`config.mk`:
```
export PLATFORM = sky130hd
export DESIGN_NAME = jk_counter_ctrl
export DESIGN_NICKNAME = d
export VERILOG_FILES = /design/src/rtl/jk_counter_ctrl_pkg.sv /design/src/rtl/jk_counter_ctrl_cell.sv /design/src/rtl/jk_counter_ctrl.sv
export SDC_FILE = /design/constraint.sdc
export NUM_CORES = 1
export LEC_CHECK = 0
export ABC_AREA = 1
export ABC_CLOCK_PERIOD_IN_PS = 1450
export CAP_MARGIN = 20
export CORE_MARGIN = 2
export CORE_UTILIZATION = 35
export CTS_CLUSTER_DIAMETER = 200
export DETAILED_ROUTE_END_ITERATION = 8
export PLACE_DENSITY = 0.7
export SYNTH_ARGS = -nofsm -noshare
export SYNTH_HDL_FRONTEND = slang
export SYNTH_HIERARCHICAL = 1
export SYNTH_SLANG_ARGS = --single-unit
```
`constraint.sdc`:
```
create_clock -name clk -period 1.45 [get_ports clk]
set_input_delay 0.2175 -clock clk [delete_from_list [all_inputs] [get_ports clk]]
set_output_delay 0.2175 -clock clk [all_outputs]
set_load 0.05 [all_outputs]
```
`src/rtl/jk_counter_ctrl_pkg.sv`:
```
// Shared opcodes, FSM state encoding and opcode classification helpers
// for the JK counter controller.
package jk_counter_ctrl_pkg;

    localparam logic [2:0] OP_NOP    = 3'd0;
    localparam logic [2:0] OP_CLEAR  = 3'd1;
    localparam logic [2:0] OP_LOAD   = 3'd2;
    localparam logic [2:0] OP_UP     = 3'd3;
    localparam logic [2:0] OP_DOWN   = 3'd4;
    localparam logic [2:0] OP_INVERT = 3'd5;

    typedef enum logic [0:0] {
        ST_IDLE = 1'b0,
        ST_EXEC = 1'b1
    } state_t;

    function automatic logic is_count_op(input logic [2:0] op);
        return (op == OP_UP) || (op == OP_DOWN);
    endfunction

    function automatic logic is_illegal_op(input logic [2:0] op);
        return (op > OP_INVERT);
    endfunction

endpackage

```
`src/rtl/jk_counter_ctrl_cell.sv`:
```
// Single JK flip-flop with synchronous active-high reset
// (00 hold, 01 reset, 10 set, 11 toggle).
module jk_sync_res (
    input  logic clk,
    input  logic sync_reset,
    input  logic j,
    input  logic k,
    output logic q
);

    logic q_q;
    logic q_d;

    // JK next-state function
    always_comb begin
        q_d = q_q;
        case ({j, k})
            2'b00:   q_d = q_q;
            2'b01:   q_d = 1'b0;
            2'b10:   q_d = 1'b1;
            2'b11:   q_d = ~q_q;
            default: q_d = q_q;
        endcase
    end

    // state register with synchronous reset
    always_ff @(posedge clk) begin
        if (sync_reset) begin
            q_q <= 1'b0;
        end else begin
            q_q <= q_d;
        end
    end

    assign q = q_q;

endmodule

```
`src/rtl/jk_counter_ctrl.sv`:
```
// Command sequencer for a WIDTH-bit JK register: accepts one command at a time,
// drives per-bit J/K pairs from the latched op and current q, and reports completion.
module jk_counter_ctrl
    import jk_counter_ctrl_pkg::*;
#(
    parameter int WIDTH  = 4,
    parameter int STEP_W = 8
) (
    input  logic              clk,
    input  logic              sync_reset,
    input  logic              cmd_valid,
    output logic              cmd_ready,
    input  logic [2:0]        cmd_op,
    input  logic [WIDTH-1:0]  cmd_data,
    input  logic [STEP_W-1:0] cmd_steps,
    output logic [WIDTH-1:0]  q,
    output logic              busy,
    output logic              done,
    output logic              wrap,
    output logic              err
);

    state_t              state_q, state_d;
    logic [2:0]          op_q, op_d;
    logic [WIDTH-1:0]    data_q, data_d;
    logic [STEP_W-1:0]   rem_q, rem_d;
    logic                done_q, done_d;
    logic                wrap_q, wrap_d;
    logic                err_q, err_d;

    logic [WIDTH-1:0]    j_s, k_s;
    logic [WIDTH-1:0]    up_t_s, dn_t_s;
    logic                ones_below_s, zeros_below_s;
    logic                counting_s;

    assign counting_s = is_count_op(op_q) && (rem_q != {STEP_W{1'b0}});

    // toggle enables: bit i flips when all lower bits are 1 (up) or 0 (down)
    always_comb begin
        up_t_s        = {WIDTH{1'b0}};
        dn_t_s        = {WIDTH{1'b0}};
        ones_below_s  = 1'b1;
        zeros_below_s = 1'b1;
        for (int i = 0; i < WIDTH; i++) begin
            up_t_s[i]     = ones_below_s;
            dn_t_s[i]     = zeros_below_s;
            ones_below_s  = ones_below_s & q[i];
            zeros_below_s = zeros_below_s & ~q[i];
        end
    end

    // per-bit J/K drive; everything holds outside EXEC
    always_comb begin
        j_s = {WIDTH{1'b0}};
        k_s = {WIDTH{1'b0}};
        if (state_q == ST_EXEC) begin
            case (op_q)
                OP_CLEAR: begin
                    j_s = {WIDTH{1'b0}};
                    k_s = {WIDTH{1'b1}};
                end
                OP_LOAD: begin
                    j_s = data_q;
                    k_s = ~data_q;
                end
                OP_INVERT: begin
                    j_s = {WIDTH{1'b1}};
                    k_s = {WIDTH{1'b1}};
                end
                OP_UP: begin
                    j_s = counting_s ? up_t_s : {WIDTH{1'b0}};
                    k_s = counting_s ? up_t_s : {WIDTH{1'b0}};
                end
                OP_DOWN: begin
                    j_s = counting_s ? dn_t_s : {WIDTH{1'b0}};
                    k_s = counting_s ? dn_t_s : {WIDTH{1'b0}};
                end
                default: begin
                    j_s = {WIDTH{1'b0}};
                    k_s = {WIDTH{1'b0}};
                end
            endcase
        end else begin
            j_s = {WIDTH{1'b0}};
            k_s = {WIDTH{1'b0}};
        end
    end

    // FSM next state and completion flags
    always_comb begin
        state_d = state_q;
        op_d    = op_q;
        data_d  = data_q;
        rem_d   = rem_q;
        done_d  = 1'b0;
        wrap_d  = 1'b0;
        err_d   = 1'b0;
        case (state_q)
            ST_IDLE: begin
                if (cmd_valid) begin
                    state_d = ST_EXEC;
                    op_d    = cmd_op;
                    data_d  = cmd_data;
                    rem_d   = cmd_steps;
                end else begin
                    state_d = ST_IDLE;
                end
            end
            ST_EXEC: begin
                if (counting_s) begin
                    rem_d  = rem_q - {{(STEP_W-1){1'b0}}, 1'b1};
                    // wrap flags the cycle in which q shows the wrapped value
                    wrap_d = (op_q == OP_UP) ? (&q) : ~(|q);
                    if (rem_q == {{(STEP_W-1){1'b0}}, 1'b1}) begin
                        state_d = ST_IDLE;
                        done_d  = 1'b1;
                    end else begin
                        state_d = ST_EXEC;
                    end
                end else begin
                    state_d = ST_IDLE;
                    done_d  = 1'b1;
                    err_d   = is_illegal_op(op_q);
                end
            end
            default: begin
                state_d = ST_IDLE;
            end
        endcase
    end

    // controller registers; reset aborts any command without a done pulse
    always_ff @(posedge clk) begin
        if (sync_reset) begin
            state_q <= ST_IDLE;
            op_q    <= OP_NOP;
            data_q  <= {WIDTH{1'b0}};
            rem_q   <= {STEP_W{1'b0}};
            done_q  <= 1'b0;
            wrap_q  <= 1'b0;
            err_q   <= 1'b0;
        end else begin
            state_q <= state_d;
            op_q    <= op_d;
            data_q  <= data_d;
            rem_q   <= rem_d;
            done_q  <= done_d;
            wrap_q  <= wrap_d;
            err_q   <= err_d;
        end
    end

    for (genvar i = 0; i < WIDTH; i++) begin : g_cell
        jk_sync_res u_cell (
            .clk        (clk),
            .sync_reset (sync_reset),
            .j          (j_s[i]),
            .k          (k_s[i]),
            .q          (q[i])
        );
    end

    assign cmd_ready = (state_q == ST_IDLE);
    assign busy      = (state_q == ST_EXEC);
    assign done      = done_q;
    assign wrap      = wrap_q;
    assign err       = err_q;

endmodule

```
* Word level (Yosys, flattened, before mapping)
Cells that the tools add are included.
** Word-level totals
- Register bits after elaboration :: 23
** Operators by class
- Add/subtract/negate cells :: 1
- Bitwise logic cells :: 12
- Mux-type cells :: 20
- Reductions and logical operators :: 15
- Equality and inequality tests :: 20
- Order comparisons :: 1
** Operators with widths (number)
- case mux 4 bit (4 select lines) :: 2
- == test 2 bit (second input constant) :: 8
- 2-to-1 mux 4 bit :: 4
- 2-to-1 mux 8 bit :: 2
- case mux 8 bit (2 select lines) :: 1
- case mux 1 bit (3 select lines) :: 4
- == test 2 x 1 -> 1 bit (second input constant) :: 4
- == test 8 x 1 -> 1 bit (second input constant) :: 1
- zero test 2 bit :: 4
- nonzero test 8 bit :: 1
- subtractor 8 x 1 -> 8 bit (second input constant) :: 1
- inverter 1 bit :: 7
- == test 3 x 2 -> 1 bit (second input constant) :: 2
- == test 3 bit (second input constant) :: 2
- 2-to-1 mux 1 bit :: 6
- OR reduction 3 bit :: 2
- AND 1 bit :: 4
- inverter 4 bit :: 1
- AND reduction 2 bit :: 2
- AND reduction 4 bit :: 1
- OR reduction 2 bit :: 2
- OR reduction 4 bit :: 1
- == test 3 x 1 -> 1 bit (second input constant) :: 1
- > comparator 3 bit (second input constant) :: 1
- other kinds (5) :: 5

* Depth between registers and ports, before layout
Gate-level depths: netlist of the first run.
- Word-level depth :: 8
- Depth in mapped cells :: 12

* Cells and area by module
Netlist of the first run, hierarchy kept.
** Modules (own cells, without submodules)
- jk_counter_ctrl :: cells an instance 208, times used 1, sequential area each 380.4 µm², area an instance 1271.2 µm²
- jk_sync_res :: cells an instance 6, times used 4, sequential area each 20.0 µm², area an instance 38.8 µm²

* Worst setup path before layout of the first run
Ideal clock, no wire load.
- Path kind :: reg-to-reg
- From :: register state_q, in the netlist busy
- To :: register g_cell[1].u_cell.q_q
- Stages on the path, launching flop included :: 7
- Data arrival time :: 1.411 ns
- Path slack :: -0.076 ns
- Library setup time :: 0.115 ns
- Period minus slack after synthesis :: 1.526 ns
- Cell sequence :: dfxtp_1 > inv_2 > buf_2 > a21oi_1 > nand2_1 > nand2_1 > nor2_1
** Between the ends
- Cells in the longest elaborated chain, start to end :: 3
- Elaborated cells on any way between the ends :: 7
- Those cells by class :: eq/ne: 3; mux: 3; reduce/logical: 1
** RTL lines
- start: declaration :: line jk_counter_ctrl.sv:23 : state_t state_q, state_d;
- start signal: assignment :: line jk_counter_ctrl.sv:143 : state_q <= state_d;
- 2-to-1 mux 4 bit (*) :: line jk_counter_ctrl.sv:56 : if (state_q == ST_EXEC) begin
- via k_s[1] :: line jk_counter_ctrl.sv:31 : logic [WIDTH-1:0] j_s, k_s;
- == test 2 bit / == test 2 x 1 -> 1 bit (equally long branches) :: line jk_counter_ctrl_cell.sv:17 : case ({j, k})
- case mux 1 bit (3 select lines) :: line jk_counter_ctrl_cell.sv:17
- end signal: assignment :: line jk_counter_ctrl_cell.sv:31 : q_q <= q_d;
- end: declaration :: line jk_counter_ctrl_cell.sv:11 : logic q_q;
The timed path passes the listed nets; every way through them passes the cells marked *.
A chain may end at the register's enable or synchronous reset.

* Worst setup path in the final report of the first run
- From :: register rem_q[0]
- To :: register g_cell[1].u_cell.q_q
** Between the ends
- Cells in the longest elaborated chain, start to end :: 7
- Elaborated cells on any way between the ends :: 13
- Those cells by class :: eq/ne: 3; mux: 7; reduce/logical: 3
** RTL lines
- start: declaration :: line jk_counter_ctrl.sv:26 : logic [STEP_W-1:0] rem_q, rem_d;
- start signal: assignment :: line jk_counter_ctrl.sv:138 : rem_q <= {STEP_W{1'b0}};
- start signal: assignment :: line jk_counter_ctrl.sv:146 : rem_q <= rem_d;
- nonzero test 8 bit (*) :: line jk_counter_ctrl.sv:36 : assign counting_s = is_count_op(op_q) && (rem_q != {STEP_W{1'b0}});
- logical AND 1 bit (*) :: line jk_counter_ctrl.sv:36
- 2-to-1 mux 4 bit (on tied branches) :: line jk_counter_ctrl.sv:76, jk_counter_ctrl.sv:72
- case mux 4 bit (4 select lines) (*) :: line jk_counter_ctrl.sv:57 : case (op_q)
- 2-to-1 mux 4 bit (*) :: line jk_counter_ctrl.sv:56
- via k_s[1] :: line jk_counter_ctrl.sv:31
- == test 2 bit / == test 2 x 1 -> 1 bit (equally long branches) :: line jk_counter_ctrl_cell.sv:17
- case mux 1 bit (3 select lines) :: line jk_counter_ctrl_cell.sv:17
Marks and branches as above.

==> results.md, run 1 <==
Route:
- The post-detailed-route wirelength per cell is 11.1 um.
- The first-pass iteration count of the detailed router is 4.
- For this run, design rule violations remaining after detail routing come to 0.
- The first routing iteration left 52 violations.
- In this run the remaining antenna-violating nets after routing total 0.
- For this block, the routed nets add up to 3.54 mm of wire.
- In the routed layout, each cell is associated on average with a via count of 4.81.
- The total via count after detailed routing is 1535.

Placement:
- The total of buffers placed on input and output ports is 26.
- At the end of routability-driven placement, the weighted congestion stood at 0.842.
- The HPWL after detailed placement is 2.58 mm.

Timing:
- Based on the critical path, the design can be clocked at up to 723 MHz.
- Setup repair after global routing could not meet its margin everywhere.
- The final hold violation count is 0.
- Across the routed clock network, the largest skew measured is 0.00169 ns.
- Setup violations remaining at the end of the flow were counted as 0.
- The summed negative setup slack over all endpoints is 0 ns.
- The clock period could shrink to 1.38 ns.
- The part of the cycle the worst path needs is 95.4%.
- The final number of max-transition violations was 0.
- Measured against its own limit, the worst slew margin works out to 78.6%.
- At the pin with the least slew margin, the transition time is 0.320 ns.

Yosys:
- The number of enable-type register cells in the synthesized netlist is 0.
- When the netlist entered floorplanning its net count stood at 253.
- In this run the biggest area consumer among cell types represents 32.3% of the synthesized area.
- The simple-gate area share of the yosys netlist is 42.5%.
- In this run the cell area of the synthesized design comes to 1430 sq um.
- The number of instances in the synthesized netlist is 232.
- The total number of yosys warnings is 6.
- The dominant cell type by area after synthesis is dfxtp_1.
- The xor/xnor share of the synthesized area is 0%.
- The most instantiated library cell after synthesis is nand2_1.
- Sorting the synthesized cells by area gives the leading types as dfxtp_1 32%, nand2_1 13%, nor2_1 13%.
- By area, the combinational part of the netlist is dominated by simple AND/OR/NAND/NOR gates.
- Of the total synthesized cell area, the portion taken by full adders, half adders and majority gates is 2.63%.
- Synthesis instantiated 23 different standard cells from the library.
- The average footprint of a synthesized cell is 6.15 sq um.
- Summing the sequential cell areas from Yosys gives 32.3% of the chip area.
- After synthesis, the share of flip-flops with an asynchronous set or reset is 0%.
- After synthesis, the most frequently instantiated cells are 50 x nand2_1, 49 x nor2_1, 28 x inv_1.
- Summing the areas of all compound-gate instances in the mapped netlist gives 12.0% of the synthesized area.
- In this run, synthesis produced a sequential element count of 23.
- The portion of netlist area occupied by mux cells is 0%.
- The primary flip-flop cell chosen by synthesis mapping is dfxtp_1.

Setup path:
- The element type at the critical path start is a flop.
- The worst setup path is captured at a flop.
- The launching instance or port of the critical path is rem_q[0].
- The worst setup path is of the reg -> reg kind.
- Along the worst path, the maximum fanout reaches 6.
- The endpoint arrival time on the critical path is 1.56 ns.
- In this run the critical register-to-register path is launched from rem_q[0].
- STA puts the critical path data required time at 1.63 ns.

Floorplanning:
- The die outline area is 4600 sq um.
- For this design the top-level I/O count stands at 27.
- The floorplan row count is 23.
- The die width is 67.8 um.
- The core region area is 3970 sq um.
- The die height is 67.8 um.
- The initial utilization of the core area, before any placement, comes to 35.9%.

Pwr:
- The total leakage power is 0.928 nW.
- The cell area power density is 883 nW/um^2.
- The design draws 1.74 mW.
- The worst-case IR drop observed on VDD is 395 uV.

Final layout:
- The synthesis-to-finish area growth is 38.2%.
- 0 antenna diodes ended up in the layout.
- The post-layout net count is 291.
- In the final layout, the share of cells above drive strength 1 is 23.8%.

Global routing:
- The via count of the first global-routing pass was 1338.
- The all-layer global routing usage is 16.5%.
- The most heavily used metal layer in global routing is met2.
- Entering global routing, the biggest net connects 15 pins.
- For met3 alone, demand over resource in global routing was 2.30%.
- The global-route wire length before repair is 5.75 mm.
- Global routing consumed, on the met1 layer, 21.1% of the routing resources.
- The global routing met2 resource utilization is 27.5%.
- The initial antenna violation count came to 0.
- Global routing finished with a remaining overflow of 0.

Job:
- Max-cap violations in this run came to 0.

CTS:
- The cell sitting at the root of the clock tree is a clkbuf_8.
- After clock tree synthesis, the clock-pin slew on the worst setup and hold paths is 0.09 ns.
- TritonCTS built the clock tree.
- The CTS sink count is 23.
- Buffers inserted during clock tree synthesis total 3.
- The worst-skew pair later-pin latency is 0.28 ns.
- Counting along the longest clock path gives a buffer depth of 2.
- After clock tree synthesis, the flow added hold-fix buffers numbering 0.
- In this run the number of H-tree levels came out at 1.

Hold path:
- The type of the worst min-delay path is reg -> reg.
- The hold path startpoint is rem_q[4].

Run status:
- The run finished with clean final reports.
-- sequential cells by signal (all words and copies together), names as in the netlist --
| signal | flops |
|---|---|
| rem_q | 8 |
| wrap | 1 |
| data_q | 4 |
| done | 1 |
| busy | 1 |
| err | 1 |
| op_q | 3 |
| g_cell.u_cell/q | 4 |
-- critical path, stage by stage (launching register included) --
cell,delay [ns]
dfxtp_2,0.36
inv_2,0.05
ha_4,0.15
inv_2,0.04
nor2_2,0.03
nand2_2,0.12
buf_4,0.14
o21ai_0,0.10
a21oi_1,0.14
nand2_1,0.06
nand2_1,0.06
nor2_1,0.03
-- kinds of logic after synthesis --
kind of cell / after synthesis
compound gates: 34
buf+inv: 38
fa+ha+maj: 3
flops: 23
simple gates: 134
-- cell type report --
class	instances	area (sq um)
flip-flops and latches	23	474
inverters	34	130
well taps	50	62.6
fillers	392	2000
multi-input cells	171	848
clock buffers	3	41.3
repair buffers	37	408
clock inverters	1	7.51
-- metal layers --
layer	routed length, um	part of all wire, %
met1	1650	47
met2	1680	48
met3	146	4.1
met4	62	1.7
met5	0	0
-- per-stage QoR --
stage	setup slack, ns	cells	cell area, sq um	hold WS, ns	utilization [%]
global placement	0.0775	312	1860	0.504	46.8
CTS	0.0163	316	1910	0.529	48.0
detailed placement	0.0431	312	1860	0.500	46.8
floorplan	0.0260	232	1430	0.287	-
global route	-0.141	319	1970	0.549	49.7
finish	0.0660	319	1970	0.519	49.7
-- cell usage in the layout, fill, tap and decap left out, types with 2 or more instances in the layout --
| cell | synthesis | layout |
|---|---|---|
| nor3_1 | 2 | 2 |
| clkbuf_8 | 0 | 3 |
| nand2_2 | 2 | 3 |
| nor2_2 | 2 | 5 |
| dfxtp_2 | 0 | 11 |
| buf_12 | 0 | 7 |
| dfxtp_1 | 23 | 12 |
| nand2_4 | 2 | 2 |
| nand3_2 | 2 | 2 |
| nor2_1 | 49 | 46 |
| nand4_1 | 4 | 4 |
| buf_4 | 0 | 13 |
| clkdlybuf4s50_1 | 0 | 17 |
| inv_2 | 5 | 10 |
| o21ai_0 | 16 | 15 |
| a21oi_1 | 16 | 15 |
| inv_1 | 28 | 23 |
| nand2_1 | 50 | 49 |
| nand3_1 | 17 | 17 |
-- report_power, final --
group          switching (mW)  internal [mW]  total, mW
Clock                   0.238          0.195      0.433
Sequential             0.0552          0.685      0.740
Combinational           0.321          0.247      0.568
Total                   0.614           1.13       1.74
-- what timing repair did --
action / CTS / global route
setup buffers: 0 / 3
endpoints found under the setup margin: 0 / 12
gates resized for setup: 0 / 23
-- final timing paths --
check                             to  depth (start not counted)  slack, ns
setup / recovery  g_cell[1].u_cell/q                         11       0.07
hold / removal              rem_q[4]                          2       0.52
setup reg to reg  g_cell[1].u_cell/q                         11       0.07
hold reg to reg             rem_q[4]                          2       0.52
Note: power is estimated with default switching activity, not from simulation.
==> inputs of run 2 (changes only) <==
--- a/config.mk
+++ b/config.mk
@@ -6,7 +6,7 @@
 export NUM_CORES = 1
 export LEC_CHECK = 0
 export ABC_AREA = 1
-export ABC_CLOCK_PERIOD_IN_PS = 1450
+export ABC_CLOCK_PERIOD_IN_PS = 1100
 export CAP_MARGIN = 20
 export CORE_MARGIN = 2
 export CORE_UTILIZATION = 35
==> constraint.sdc (replaced) <==
create_clock -name clk -period 1.1 [get_ports clk]
set_input_delay 0.165 -clock clk [delete_from_list [all_inputs] [get_ports clk]]
set_output_delay 0.165 -clock clk [all_outputs]
set_load 0.05 [all_outputs]
==> run 2 against run 1 <==
  * The run now ends with setup timing left
  * Hold slack got worse by 0.011 ns
  * Final area is 27% higher
  * Clock-buffer cell count did not move
  * Critical endpoint is now rem_q[1]
  * Largest power group is now combinational logic
==> results.md, run 2 (same netlist as run 1, synthesis figures left out) <==
Final layout:
- The cell area after layout is 2510 sq um.
- The synthesis-to-finish area growth is 76.0%.
- The number of antenna repair diodes is 0.
- rem_q holds more flip-flops than any other register.
- The post-route netlist has 41.1% of its cells at a drive strength greater than 1.
- The filler-free cell count of the finished design is 359.
- The library cells used most frequently in the layout, excluding fill and tap cells, are 44 x nand2_1, 44 x buf_4, 35 x nor2_1.
- The number of filler instances in the final layout is 331.
- The number of flip-flops under the largest register name is 8.
- In the final design database the tool counted 331 nets.
- Measured on the finished design, the core utilization comes to 63.2%.

Setup path:
- Measured in cells, the most critical reg-to-reg path has a length of 11.
- The endpoint arrival time on the critical path is 1.60 ns.
- The biggest fanout along the worst timing path is 8.
- The type of element capturing the critical path is a flop.
- The startpoint identified for the worst register-to-register timing path is rem_q[1].
- Data on the critical path is required at its endpoint by 1.31 ns.
- The endpoint identified for the worst register-to-register timing path is rem_q[1].
- The critical path start-end classification is reg -> reg.
- In this run the register-to-register setup slack is -0.29 ns.
- STA classifies the critical path startpoint as a flop.

Global routing:
- The via count of the first global-routing pass is 1637.
- The initial antenna violation count came to 0.
- Summed over all layers, the global routing overflow is 0.
- The global-route wire length before repair is 6.82 mm.
- The all-layer global routing usage is 19.5%.
- Entering global routing, the biggest net connects 15 pins.

Pwr:
- The design draws 2.69 mW.
- Across the VDD grid, the largest voltage drop is 473 uV.
- In this run the power density over the cells is 1070 nW/um^2.
- In this run, flip-flops and latches consume 35.6% of the power.
- The internal power consumption is 1.72 mW.
- Net switching is 36.3% of the power.
- Of the total power, combinational logic draws 43.4%.
- The net switching power is 0.978 mW.
- In this run, the clock network consumes 21.0% of the power.
- The total leakage power is 1.16 nW.

CTS:
- Clock tree synthesis inserted a total of 3 buffers.
- The worst-skew pair later-pin latency is 0.27 ns.
- The clock transition at the register clock pins on the worst setup and hold paths after CTS is 0.09 ns.
- The number of hold buffers added after CTS is 0.
- The TritonCTS clock tree is built.
- The longest clock path from root to sink contains 2 buffers.
- For this design, the sink count on the clock tree is 23.
- CTS built an H-tree with a depth of 1.
- The root buffer cell is clkbuf_8.

Route:
- Wires add up to 4.51 mm.
- In the routed layout, each cell is associated on average with a via count of 4.93.
- The number of remaining DRC errors is 0.
- The total via count after detailed routing is 1771.
- For this run, the detailed router's first-pass iteration total came to 4.
- For this block, the initial DRC count from the detailed router was 106.
- The count of nets left with antenna violations once routing finished came out at 0.
- Dividing the detail-routed wire length by the instance count gives 12.6 um.

Placement:
- In this run the cell area measured after placement is 2180 sq um.
- In this run, placement finished with an instance count of 342.
- The total of buffers placed on input and output ports is 26.
- Once detailed placement completed, the half-perimeter wirelength came to 2.94 mm.
- At the end of routability-driven placement, the weighted congestion stood at 0.976.

Timing:
- The final hold violation count is 0.
- Between clock sinks in the finished design, the worst skew comes to 0.00125 ns.
- Setup repair after global routing could not meet its margin everywhere.
- The summed negative setup slack over all endpoints is -3.73 ns.
- Measured against its own limit, the worst slew margin works out to 77.6%.
- The final critical path takes up 127% of the cycle.
- The final critical-path setup slack is -0.292 ns.
- For the pin with the worst max-slew slack, the measured transition is 0.333 ns.
- The worst path in the final design needs a cycle of 1.39 ns, including I/O delays and setup.
- The maximum operating frequency is 718 MHz.
- The final number of max-transition violations is 0.
- Setup violations remaining at the end of the flow were counted as 17.

Floorplanning:
- During I/O placement, the number of pins put on the boundary was 27.
- The die outline area is 4600 sq um.
- The initial utilization of the core area, before any placement, comes to 35.9%.
- The core region area is 3970 sq um.
- The die width is 67.8 um.
- Measured along the y axis, the die boundary spans 67.8 um.
- The floorplan has 23 rows.

Hold path:
- The tightest min-delay check is of the in -> reg type.
- The worst hold path passes through 3 cells.
- The worst hold path terminates at op_q[2].
- The startpoint identified for the worst hold timing path is cmd_op[2].

Run status:
- The final reports fail on setup timing.
- The flow ran to the end, but the final reports show violations.

Job:
- Max-cap violations in this run came to 0.
==> run 2: cell types whose count changed in the layout (fill, tap and decap cells not counted), moves of 5 or more <==
| cell | previous run | this run |
|---|---|---|
| a21oi_1 | 15 | 9 |
| a21oi_2 | 1 | 7 |
| buf_12 | 7 | 12 |
| buf_4 | 13 | 44 |
| nand2_1 | 49 | 44 |
| nor2_1 | 46 | 35 |
| nor2_2 | 5 | 10 |
| nor2_4 | 0 | 6 |
==> run 2: final cells by class <==
type / count / area [sq um] / share of cell area [%]
Clock buffer: 3 / 41.3 / 1.65
Inverter: 34 / 148 / 5.88
Sequential cell: 23 / 480 / 19.1
Timing Repair Buffer: 76 / 774 / 30.9
Clock inverter: 1 / 7.51 / 0.299
Tap cell: 50 / 62.6 / 2.49
Multi-Input combinational cell: 172 / 996 / 39.7
==> run 2: metrics by stage <==
stage               worst slack [ns]  hold WS (ns)
detailed placement            -0.250         0.508
global route                  -0.375         0.530
global placement              -0.221         0.501
finish                        -0.292         0.508
CTS                           -0.203         0.501
floorplan                     -0.178         0.234
==> run 2: metal layers <==
metal	global-route usage [%]	wire, um	vias to the layer above
li1	-	-	896
met1	22.6	1790	802
met2	36.3	2400	56
met3	2.96	202	17
met4	7.00	119	0
met5	0	0	-
==> run 2: worst max path at each step <==
stage          startpoint                  to  slack (ns)  depth (start not counted)
6_report         rem_q[1]            rem_q[1]       -0.29                         11
5_1_grt          rem_q[1]  g_cell[2].u_cell/q       -0.37                         12
2_1_floorplan    rem_q[0]  g_cell[3].u_cell/q       -0.18                         12
3_3_place_gp     rem_q[1]  g_cell[2].u_cell/q       -0.22                         12
4_1_cts          rem_q[1]  g_cell[2].u_cell/q       -0.20                         12
3_5_place_dp     rem_q[1]  g_cell[2].u_cell/q       -0.25                         12
==> run 2: power by group through the flow <==
stage / Combinational, mW / Clock, mW / Sequential [mW]
floorplan: 0.440 / 0 / 1.01
global placement: 0.893 / 0 / 0.969
detailed placement: 0.906 / 0 / 0.972
CTS: 0.969 / 0.586 / 0.958
global route: 1.27 / 0.601 / 0.965
finish: 1.17 / 0.566 / 0.959
==> run 2: repair_timing <==
item | 4_1_cts | 5_1_grt
setup endpoints to repair | 18 | 24
buffers inserted | 4 | 9
pin swaps | 6 | 4
resized for setup | 17 | 43
endpoints found under the hold margin | 0 | 0
cloned | 0 | 1
==> run 2: critical path, stage by stage, from the launching register on <==
cell and delay (ns):
dfxtp_2 0.35, inv_4 0.08, ha_4 0.15, inv_4 0.03, nor2_4 0.09, nand2_4 0.09
buf_6 0.14, nand3_4 0.10, nand2_4 0.09, inv_8 0.11, nor2_2 0.04, nor2_1 0.08
==> inputs of run 3 (changes only) <==
--- a/config.mk
+++ b/config.mk
@@ -6,13 +6,13 @@
 export NUM_CORES = 1
 export LEC_CHECK = 0
 export ABC_AREA = 1
-export ABC_CLOCK_PERIOD_IN_PS = 1100
+export ABC_CLOCK_PERIOD_IN_PS = 1490
 export CAP_MARGIN = 20
 export CORE_MARGIN = 2
 export CORE_UTILIZATION = 35
 export CTS_CLUSTER_DIAMETER = 200
 export DETAILED_ROUTE_END_ITERATION = 8
-export PLACE_DENSITY = 0.7
+export PLACE_DENSITY = 0.67
 export SYNTH_ARGS = -nofsm -noshare
 export SYNTH_HDL_FRONTEND = slang
 export SYNTH_HIERARCHICAL = 1
==> constraint.sdc (replaced) <==
create_clock -name clk -period 1.49 [get_ports clk]
set_input_delay 0.2235 -clock clk [delete_from_list [all_inputs] [get_ports clk]]
set_output_delay 0.2235 -clock clk [all_outputs]
set_load 0.05 [all_outputs]
==> run 3 against run 2 <==
  * The flow now finishes without violations
  * Routed wire length fell by 22%
  * Total power fell by 38%
  * Critical endpoint is now g_cell[3].u_cell/q
  * Critical path depth rose by 1
  * Global-route usage fell by 2.9 points
  * Largest cell class unchanged
  * Via count fell by 13%
  * Sequential power fell by 26%
  * Clock skew rose by 0.0017 ns
==> results.md, run 3 (same netlist as run 1, synthesis figures left out) <==
Route:
- The number of DRC markers in iteration 0 is 83.
- Summed over all layers, the routed wires come to 3.51 mm.
- The post-detailed-route wirelength per cell is 11.0 um.
- The detailed-route vias per instance is 4.83.
- The first-pass iteration count of the detailed router is 4.
- For this run, design rule violations remaining after detail routing come to 0.
- The count of nets left with antenna violations once routing finished came out at 0.
- The total via count after detailed routing is 1547.

CTS:
- Counting every sink on the clock net gives 23.
- TritonCTS built the clock tree.
- The clock transition at the register clock pins on the worst setup and hold paths after CTS is 0.09 ns.
- The worst-skew pair later-pin latency is 0.28 ns.
- The tree is rooted in a clkbuf_8.
- Hold repair after CTS inserted 0 buffers.
- In this run the number of H-tree levels came out at 1.
- TritonCTS created 3 clock buffers.
- The number of buffers on the longest clock path is 2.

Timing:
- The clock skew after layout is 0.00294 ns.
- In the final timing run, aggregate negative setup slack is 0 ns.
- The clock period could shrink to 1.36 ns.
- The final hold violation count is 0.
- The worst slew margin relative to its limit is 76.7%.
- The count of final setup violators is 0.
- Setup repair after global routing could not meet its margin everywhere.
- The slew at the pin closest to its max-slew limit is 0.348 ns.
- The final number of max-transition violations came to 0.
- The maximum operating frequency is 734 MHz.
- The part of the cycle the worst path needs is 91.4%.

Setup path:
- In this run the critical register-to-register path is captured at g_cell[3].u_cell/q.
- Along the worst path, the maximum fanout reaches 7.
- The largest stage delay on the critical path is 0.35 ns.
- The most used cell along the critical path is nand2_1.
- The data required time at the worst endpoint is 1.67 ns.
- The largest individual stage delay along the critical path comes from the cell dfxtp_1.
- The startpoint of the lowest-slack register-to-register path is rem_q[1].
- The element type at the critical path start is a flop.
- The critical path in this run is classified as reg -> reg.
- The number of cells on the worst reg-to-reg path is 12.
- Setup slack on the worst reg-to-reg path comes out at 0.13 ns.
- The endpoint arrival time on the critical path is 1.54 ns.
- The signal on the critical path passes through inv_2 > ha_1 > inv_1 > nor2_1 > nand2_2 > nand4_1 > nand3_1 > nand2_1 > inv_1 > nand2_1 > nand2_1 > nor2_1.
- The worst setup path is captured at a flop.

Final layout:
- The register with the most flip-flops in the layout has 8 of them.
- The filler-free cell count of the finished design is 320.
- The number of antenna repair diodes is 0.
- Leaving out fill and tap cells, the most frequent cells in the layout are 50 x nand2_1, 47 x nor2_1, 24 x inv_1.
- The area growth from synthesis to layout is 35.4%.
- The filler cells instantiated in the layout total 411.
- Cells with a size suffix above 1 make up 18.9% of the layout.
- Leaving out fill and tap cells, the most frequent cell in the layout is nand2_1.
- The register name with the most flops is rem_q.
- The post-layout net count is 292.
- Cells fill 48.6% of the core in the end.
- After routing the design area is 1930 sq um.

Global routing:
- The all-layer global routing usage is 16.6%.
- For this run the aggregate overflow at the end of global routing stands at 0.
- The largest net degree at the start of global routing is 15.
- The first global-routing pass estimated 5.84 mm of wire.
- The initial antenna violation count came to 0.
- The via count of the first global-routing pass is 1345.

Placement:
- The HPWL after detailed placement is 2.75 mm.
- Routability-driven placement finished with a final weighted congestion of 0.855.
- The count of placed standard cells including taps is 316.
- The count of buffers added on input and output ports is 26.
- The instance area at placement is 1870 sq um.

Hold path:
- The worst hold path begins at data_q[3].
- The worst hold path terminates at data_q[3].
- The number of cells traversed by the worst hold path is 2.
- The type of the worst min-delay path is reg -> reg.

Floorplanning:
- The total area inside the core boundary comes to 3970 sq um.
- The starting density of the core is 35.9%.
- The die width is 67.8 um.
- The floorplan step defined a die boundary enclosing 4600 sq um.
- After floorplanning, the core was divided into 23 placement rows.
- 27 I/O pins were placed.
- In this run the vertical extent of the chip is 67.8 um.

Pwr:
- The peak supply drop is 368 uV.
- The total power draw is 1.66 mW.
- For this design the static power due to leakage is 0.926 nW.
- The cell area power density is 861 nW/um^2.

Job:
- The reported max-cap violation count is 0.

Run status:
- The flow ran to the end, and the final reports show no timing, DRC or antenna violations.
-- run 3: cell types whose count changed in the layout (fill, tap and decap cells not counted), sizes merged --
cell,before,now
buf,59,21
nand3,21,20
-- run 3: layout make-up --
| type | instances | area, sq um | share of cell area, % |
|---|---|---|---|
| Clock buffer | 3 | 41.3 | 2.14 |
| Inverter | 34 | 130 | 6.74 |
| Clock inverter | 1 | 7.51 | 0.389 |
| Tap cell | 50 | 62.6 | 3.24 |
| Timing Repair Buffer | 38 | 403 | 20.9 |
| Sequential cell | 23 | 465 | 24.1 |
| Multi-Input combinational cell | 171 | 821 | 42.5 |
-- run 3: per-stage QoR --
step	hold WS (ns)	setup WS, ns
finish	0.516	0.128
global route	0.538	-0.00180
CTS	0.517	0.0844
detailed placement	0.504	0.0810
global placement	0.499	0.0811
floorplan	0.293	0.0345
-- run 3: timing repair --
| action | CTS | global route |
|---|---|---|
| buffers inserted | 0 | 0 |
| resized for setup | 0 | 10 |
| endpoints found under the setup margin | 0 | 9 |
-- run 3: how the worst max path moves through the flow --
stage	slack, ns	end	startpoint
after floorplan	0.03	g_cell[3].u_cell/q	g_cell[1].u_cell/q
after global placement	0.08	op_q[1]	cmd_valid
after detailed placement	0.08	rem_q[7]	cmd_valid
after CTS	0.08	g_cell[2].u_cell/q	rem_q[1]
after global routing	-0.002	rem_q[0]	rem_q[1]
final	0.13	g_cell[3].u_cell/q	rem_q[1]
-- run 3: critical path, delay by kind of cell (launching register included) --
family	cells	cell delay (ns)
adder cells (fa/ha/maj)	1	0.17
buffers and inverters	3	0.14
flip-flops	1	0.35
AND/OR/NAND/NOR	8	0.60
-- run 3: metal layers --
layer  up-vias  track usage [%]  share of wire (%)
met5         -                0                  0
met1       693             22.5                 48
met3         7             2.14                4.6
li1        813                -                  -
met4         0             6.75                1.9
met2        34             26.8                 45
-- run 3: power breakdown --
group	internal (mW)	total, mW	switching (mW)
registers	0.662	0.709	0.0463
logic	0.228	0.538	0.310
clock network	0.190	0.416	0.226
total	1.08	1.66	0.582
==> RTL change 1, RTL diff (flow settings as in run 1) <==
The parameter `WIDTH` goes from 4 to 5.
--- a/src/rtl/jk_counter_ctrl.sv
+++ b/src/rtl/jk_counter_ctrl.sv
@@ -3,7 +3,7 @@
 module jk_counter_ctrl
     import jk_counter_ctrl_pkg::*;
 #(
-    parameter int WIDTH  = 4,
+    parameter int WIDTH  = 5,
     parameter int STEP_W = 8
 ) (
     input  logic              clk,
Ports: changed (resized cmd_data and q); port bits go from 27 to 29. The function was not compared with the original's and may differ.
==> RTL change 1 against run 1 <==
  * Sequential share of layout area decreased by 1.5 points
  * Wire length increased by 15%
  * Non-clock buffer count increased by 2
  * Setup slack got worse by 0.033 ns
  * Die area increased by 15%
  * Via count increased by 11%
  * Cell area increased by 14%
  * Power increased by 11%
  * Synthesized area increased by 16%
  * Sequential cell count increased by 2
  * Core utilization decreased by 1.0 points
  * Final cell count increased by 10%
  * Largest cell class unchanged
  * Largest power group unchanged
  * Highest routed layer unchanged
==> RTL change 1: results (changes against run 1) <==
| Metric | Value |
|---|---|
| Critical Path AT | `1.59 ns (+0.03 ns)` |
| Syn nets | `281 (+11%)` |
| Slew @ Worst Pin | `0.444 ns (+0.124 ns)` |
| Total Nets Final | `320 (+10%)` |
| First DRT Iteration DRCs | `105 (+100%)` |
| CTS Root Cell | `clkbuf_8` |
| Post-synthesis cell type count | `28 (+22%)` |
| Hold_buf cts | `0 (unchanged)` |
| Antenna viol nets, final | `0 (unchanged)` |
| Outcome | `finished clean` |
| Vias in the first global route | `1518 (+13%)` |
| Crit-path max FO | `5 (-1)` |
| Critical Path Max Stage Delay | `0.34 ns (-0.02 ns)` |
| Worst path top cell family by delay | `simple AND/OR/NAND/NOR gates` |
| Layout cell share with drive strength beyond 1 | `26.3% (+2.5 points)` |
| Ys async rst share | `0% (unchanged)` |
| Sequential element share of the synthesized area | `30.3% (-2.0 points)` |
| Met1 Use GR | `20.9% (-0.20 points)` |
| Area contributors post-synth | `dfxtp_1 (30%), nand2_1 (11%), nor2_1 (10%)` |
| 1st-pass router iterations | `5 (+1)` |
| DR vias | `1702 (+11%)` |
| LEAKAGE | `1.04 nW (+12%)` |
| Largest net degree at the start of global routing | `19 (+4)` |
| Grt met2 use | `27.2% (-0.28 points)` |
| Grt met3 use | `3.04% (+0.74 points)` |
| DPL Wire Length | `3000 um (+16%)` |
| N_diodes | `0 (unchanged)` |
| First-pass GRT wire length | `6780 um (+18%)` |
| Clock transition at the registers of the reported paths | `0.09 ns (about the same)` |
| Pre-CTS setup slack | `0.000711 ns (-0.0424 ns)` |
| Synth cell count leaders | `nand2_1 (49), nor2_1 (44), inv_1 (33), dfxtp_1 (25), o21ai_0 (23)` |
| Placer congestion estimate | `0.860 (+2.1%)` |
| Biggest register | `rem_q` |
| Sw frac | `36.3% (+0.99 points)` |
| Post-DR wirelength/cell | `11.6 um (+4.7%)` |
| Worst-case vdd ir drop | `0.000409 V (+3.6%)` |
| Port bufs | `28 (+7.7%)` |
| Layout Skew | `0.00310 ns (+0.00141 ns)` |
| All-Layer GR Usage | `16.2% (-0.31 points)` |
## RTL change 1: cell count changes after synthesis, sizes merged, moves of 2 or more
cell / delta
a21oi: -5
dfxtp: +2
inv: +6
nand3: +4
nand4: +4
nor2: +5
o21ai: +6
## RTL change 1: power groups by stage
stage | clock (W) | combinational, W | sequential [W]
3_3_place_gp | 0 | 0.000630 | 0.000811
4_1_cts | 0.000443 | 0.000641 | 0.000797
6_report | 0.000430 | 0.000694 | 0.000804
3_5_place_dp | 0 | 0.000637 | 0.000813
5_1_grt | 0.000467 | 0.000767 | 0.000811
2_1_floorplan | 0 | 0.000407 | 0.000833
## RTL change 1: repair_timing
item	in CTS	in global routing
setup buffers	0	2
gates cloned	0	1
resized for setup	0	29
pin swaps	1	10
endpoints found under the setup margin	2	11
## RTL change 1: worst register-to-register path: cells and delay by family, from the launching register on
| family | cells | cell delay (ns) |
|---|---|---|
| compound gates | 1 | 0.16 |
| fa+ha+maj | 1 | 0.13 |
| buf+inv | 3 | 0.17 |
| flops | 1 | 0.34 |
| simple gates | 6 | 0.53 |
## RTL change 1: kinds of logic (layout without fill, tap and decap cells)
logic type / Yosys count / after routing / share of synthesized area, %
buf+inv: 47 / 84 / 13.1
fa+ha+maj: 3 / 3 / 2.27
simple gates: 148 / 149 / 43.3
compound gates: 36 / 36 / 11.1
flops: 25 / 25 / 30.3
## RTL change 1: area by class of cell
class	count	area (sq um)
fillers	458	2380
multi-input cells	188	1020
flip-flops and latches	25	508
repair buffers	39	450
inverters	41	159
well taps	54	67.6
clock buffers	3	41.3
clock inverters	1	5.00
## RTL change 1: worst paths after layout
check / start / endpoint / slack [ns] / cells past startpoint
hold / removal: data_q[1] / data_q[1] / 0.47 / 2
setup / recovery: rem_q[1] / g_cell[1].u_cell/q / 0.03 / 11
hold reg to reg: data_q[1] / data_q[1] / 0.47 / 2
setup reg to reg: rem_q[1] / g_cell[1].u_cell/q / 0.03 / 11
## RTL change 1: through the flow
stage               cells  area (sq um)  TNS (ns)  total power (W)
CTS                   348          2150         0          0.00188
detailed placement    344          2100         0          0.00145
finish                351          2250         0          0.00193
global placement      344          2100         0          0.00144
floorplan             259          1660         0          0.00124
global route          351          2250    -0.286          0.00205
## RTL change 1: metal layers
metal	part of all wire [%]	up-vias
met1	45	754
met4	1.5	0
met5	0	-
met2	49	48
met3	4.4	6
li1	-	894
==> RTL change 2, RTL diff (flow settings as in run 1) <==
Without the edit above. Remove the register `err_q`: a continuous assignment takes its place, so the output `err` follows one clock earlier.
--- a/src/rtl/jk_counter_ctrl.sv
+++ b/src/rtl/jk_counter_ctrl.sv
@@ -138,7 +138,6 @@
             rem_q   <= {STEP_W{1'b0}};
             done_q  <= 1'b0;
             wrap_q  <= 1'b0;
-            err_q   <= 1'b0;
         end else begin
             state_q <= state_d;
             op_q    <= op_d;
@@ -146,9 +145,10 @@
             rem_q   <= rem_d;
             done_q  <= done_d;
             wrap_q  <= wrap_d;
-            err_q   <= err_d;
         end
     end
+
+    assign err_q = err_d;
 
     for (genvar i = 0; i < WIDTH; i++) begin : g_cell
         jk_sync_res u_cell (
Function: changed (a bounded check fails within 4 cycles, from zero or initial values and one cycle with sync_reset high).
==> RTL change 2 against run 1 <==
  * Cell area rose by 2.1%
  * Sequential cell count fell by 1
  * Clock skew rose by 0.0049 ns
  * Synthesized area rose by 3.2%
  * Setup slack got worse by 0.058 ns
  * Via count fell by 1.4%
  * Wire length rose by 1.2%
  * Non-clock buffer count did not move
  * Power fell by 0.16%
  * Fmax fell by 4.0%
  * Largest cell class unchanged
  * Highest routed layer unchanged
==> RTL change 2: results (changes against run 1) <==
| Metric | Value |
|---|---|
| Final Cycle Share | `99.5% (+4.0 points)` |
| Vias in the first global route | `1402 (+4.8%)` |
| Pre-CTS setup slack | `0.0475 ns (+0.00444 ns)` |
| N_diodes | `0 (unchanged)` |
| First DRT Iteration DRCs | `70 (+35%)` |
| Worst-case vdd ir drop | `0.000445 V (+13%)` |
| Clk_lat worst skew | `0.26 ns (-0.02 ns)` |
| Sequential element share of the synthesized area | `29.9% (-2.3 points)` |
| Fin cells | `317 (-0.63%)` |
| Layout cell share with drive strength beyond 1 | `25.5% (+1.7 points)` |
| Port bufs | `26 (unchanged)` |
| Ys async rst share | `0% (unchanged)` |
| Area contributors post-synth | `dfxtp_1 (30%), nand2_1 (11%), nor2_1 (9.9%)` |
| Outcome | `finished clean` |
| R2R setup slack | `0.008 ns (-0.06 ns)` |
| Max clock buf depth | `2 (unchanged)` |
| Fill cell count | `400 (+2.0%)` |
| Synth cell count leaders | `nand2_1 (44), nor2_1 (39), inv_1 (28), dfxtp_1 (22), nand3_1 (18)` |
| HP Class | `reg -> reg` |
| Met1 Use GR | `22.9% (+1.7 points)` |
| Total Nets Final | `289 (-0.69%)` |
| Syn nets | `253 (unchanged)` |
| Via density | `4.78 (-0.75%)` |
| Grt met3 use | `2.11% (-0.19 points)` |
| Area post-placement | `1920 sq um (+3.3%)` |
| H-Tree Depth | `1 (unchanged)` |
| Max reg flops | `8 (unchanged)` |
| Grt met2 use | `27.8% (+0.31 points)` |
| Crit-path max FO | `8 (+2)` |
| Largest net degree at the start of global routing | `18 (+3)` |
| DPL Wire Length | `2740 um (+6.5%)` |
| Cells after synthesis | `232 (unchanged)` |
| 1st-pass router iterations | `5 (+1)` |
| WHS | `0.516 ns (-0.00340 ns)` |
| Clock Power Share | `26.4% (+1.5 points)` |
| Clock transition at the registers of the reported paths | `0.09 ns (about the same)` |
| Comb pwr share | `32.8% (+0.2 points)` |
| Placer congestion estimate | `0.842 (about the same)` |
| First-pass GRT wire length | `6020 um (+4.8%)` |
| Sw frac | `34.4% (-0.86 points)` |
| LEAKAGE | `0.945 nW (+1.8%)` |
| Critical Path AT | `1.64 ns (+0.08 ns)` |
| CTS Buf Count | `3 (unchanged)` |
| Pwr dens | `864 nW/um^2 (-2.2%)` |
| Biggest register | `rem_q` |
| CTS Root Cell | `clkbuf_8` |
| Synthesis Warnings | `6 (unchanged)` |
| Post-synthesis cell type count | `26 (+13%)` |
| Layout Skew | `0.00658 ns (+0.00489 ns)` |
| All-Layer GR Usage | `16.6% (+0.11 points)` |
| Relative max-transition margin | `77.4% (-1.2 points)` |
| Post-DR wirelength/cell | `11.3 um (+1.9%)` |
| Final Cell Area | `2010 sq um (+2.1%)` |
## RTL change 2: cell types whose count changed after synthesis, moves of 2 or more
cell	delta
nor2_1	-10
nor3_1	+2
nand4_1	+2
buf_6	+2
buf_2	-2
nand2_1	-6
nor2_2	+9
a21oi_1	-3
## RTL change 2: worst max-delay path, cell delays in order, from the launching register on
cell	delay [ns]
dfxtp_2	0.33
inv_2	0.07
ha_4	0.13
inv_2	0.04
nor3_4	0.18
nand2_4	0.11
buf_4	0.15
nand2_2	0.09
a21oi_1	0.08
nand2_1	0.07
nand2_1	0.05
nor2_1	0.07
## RTL change 2: kinds of logic after synthesis
group / Yosys count / synth area share [%]
AND/OR/NAND/NOR: 134 / 44.2
buffers and inverters: 41 / 12.1
AO/OA/AOI/OAI: 32 / 11.2
flip-flops: 22 / 29.9
adder cells (fa/ha/maj): 3 / 2.55
## RTL change 2: cell type report
type                    instances  area share (%)
repair buffers                 37            20.9
flip-flops and latches         22            22.2
well taps                      50            3.11
clock buffers                   4            2.73
multi-input cells             169            44.4
inverters                      35            6.65
## RTL change 2: final timing paths
| path | from | end | cells past startpoint |
|---|---|---|---|
| setup / recovery | rem_q[1] | g_cell[0].u_cell/q | 11 |
| hold / removal | data_q[0] | data_q[0] | 2 |
| setup reg to reg | rem_q[1] | g_cell[0].u_cell/q | 11 |
| hold reg to reg | data_q[0] | data_q[0] | 2 |
## RTL change 2: metal layers
layer  routed length, um  share of wire [%]
met1                1710                 48
met2                1700                 47
met3                 156                4.3
met4                  28               0.78
met5                   0                  0
## RTL change 2: what timing repair did
item                                    4_1_cts  5_1_grt
gates resized for setup                       0       13
buffers inserted                              0        1
endpoints found under the setup margin        0       13
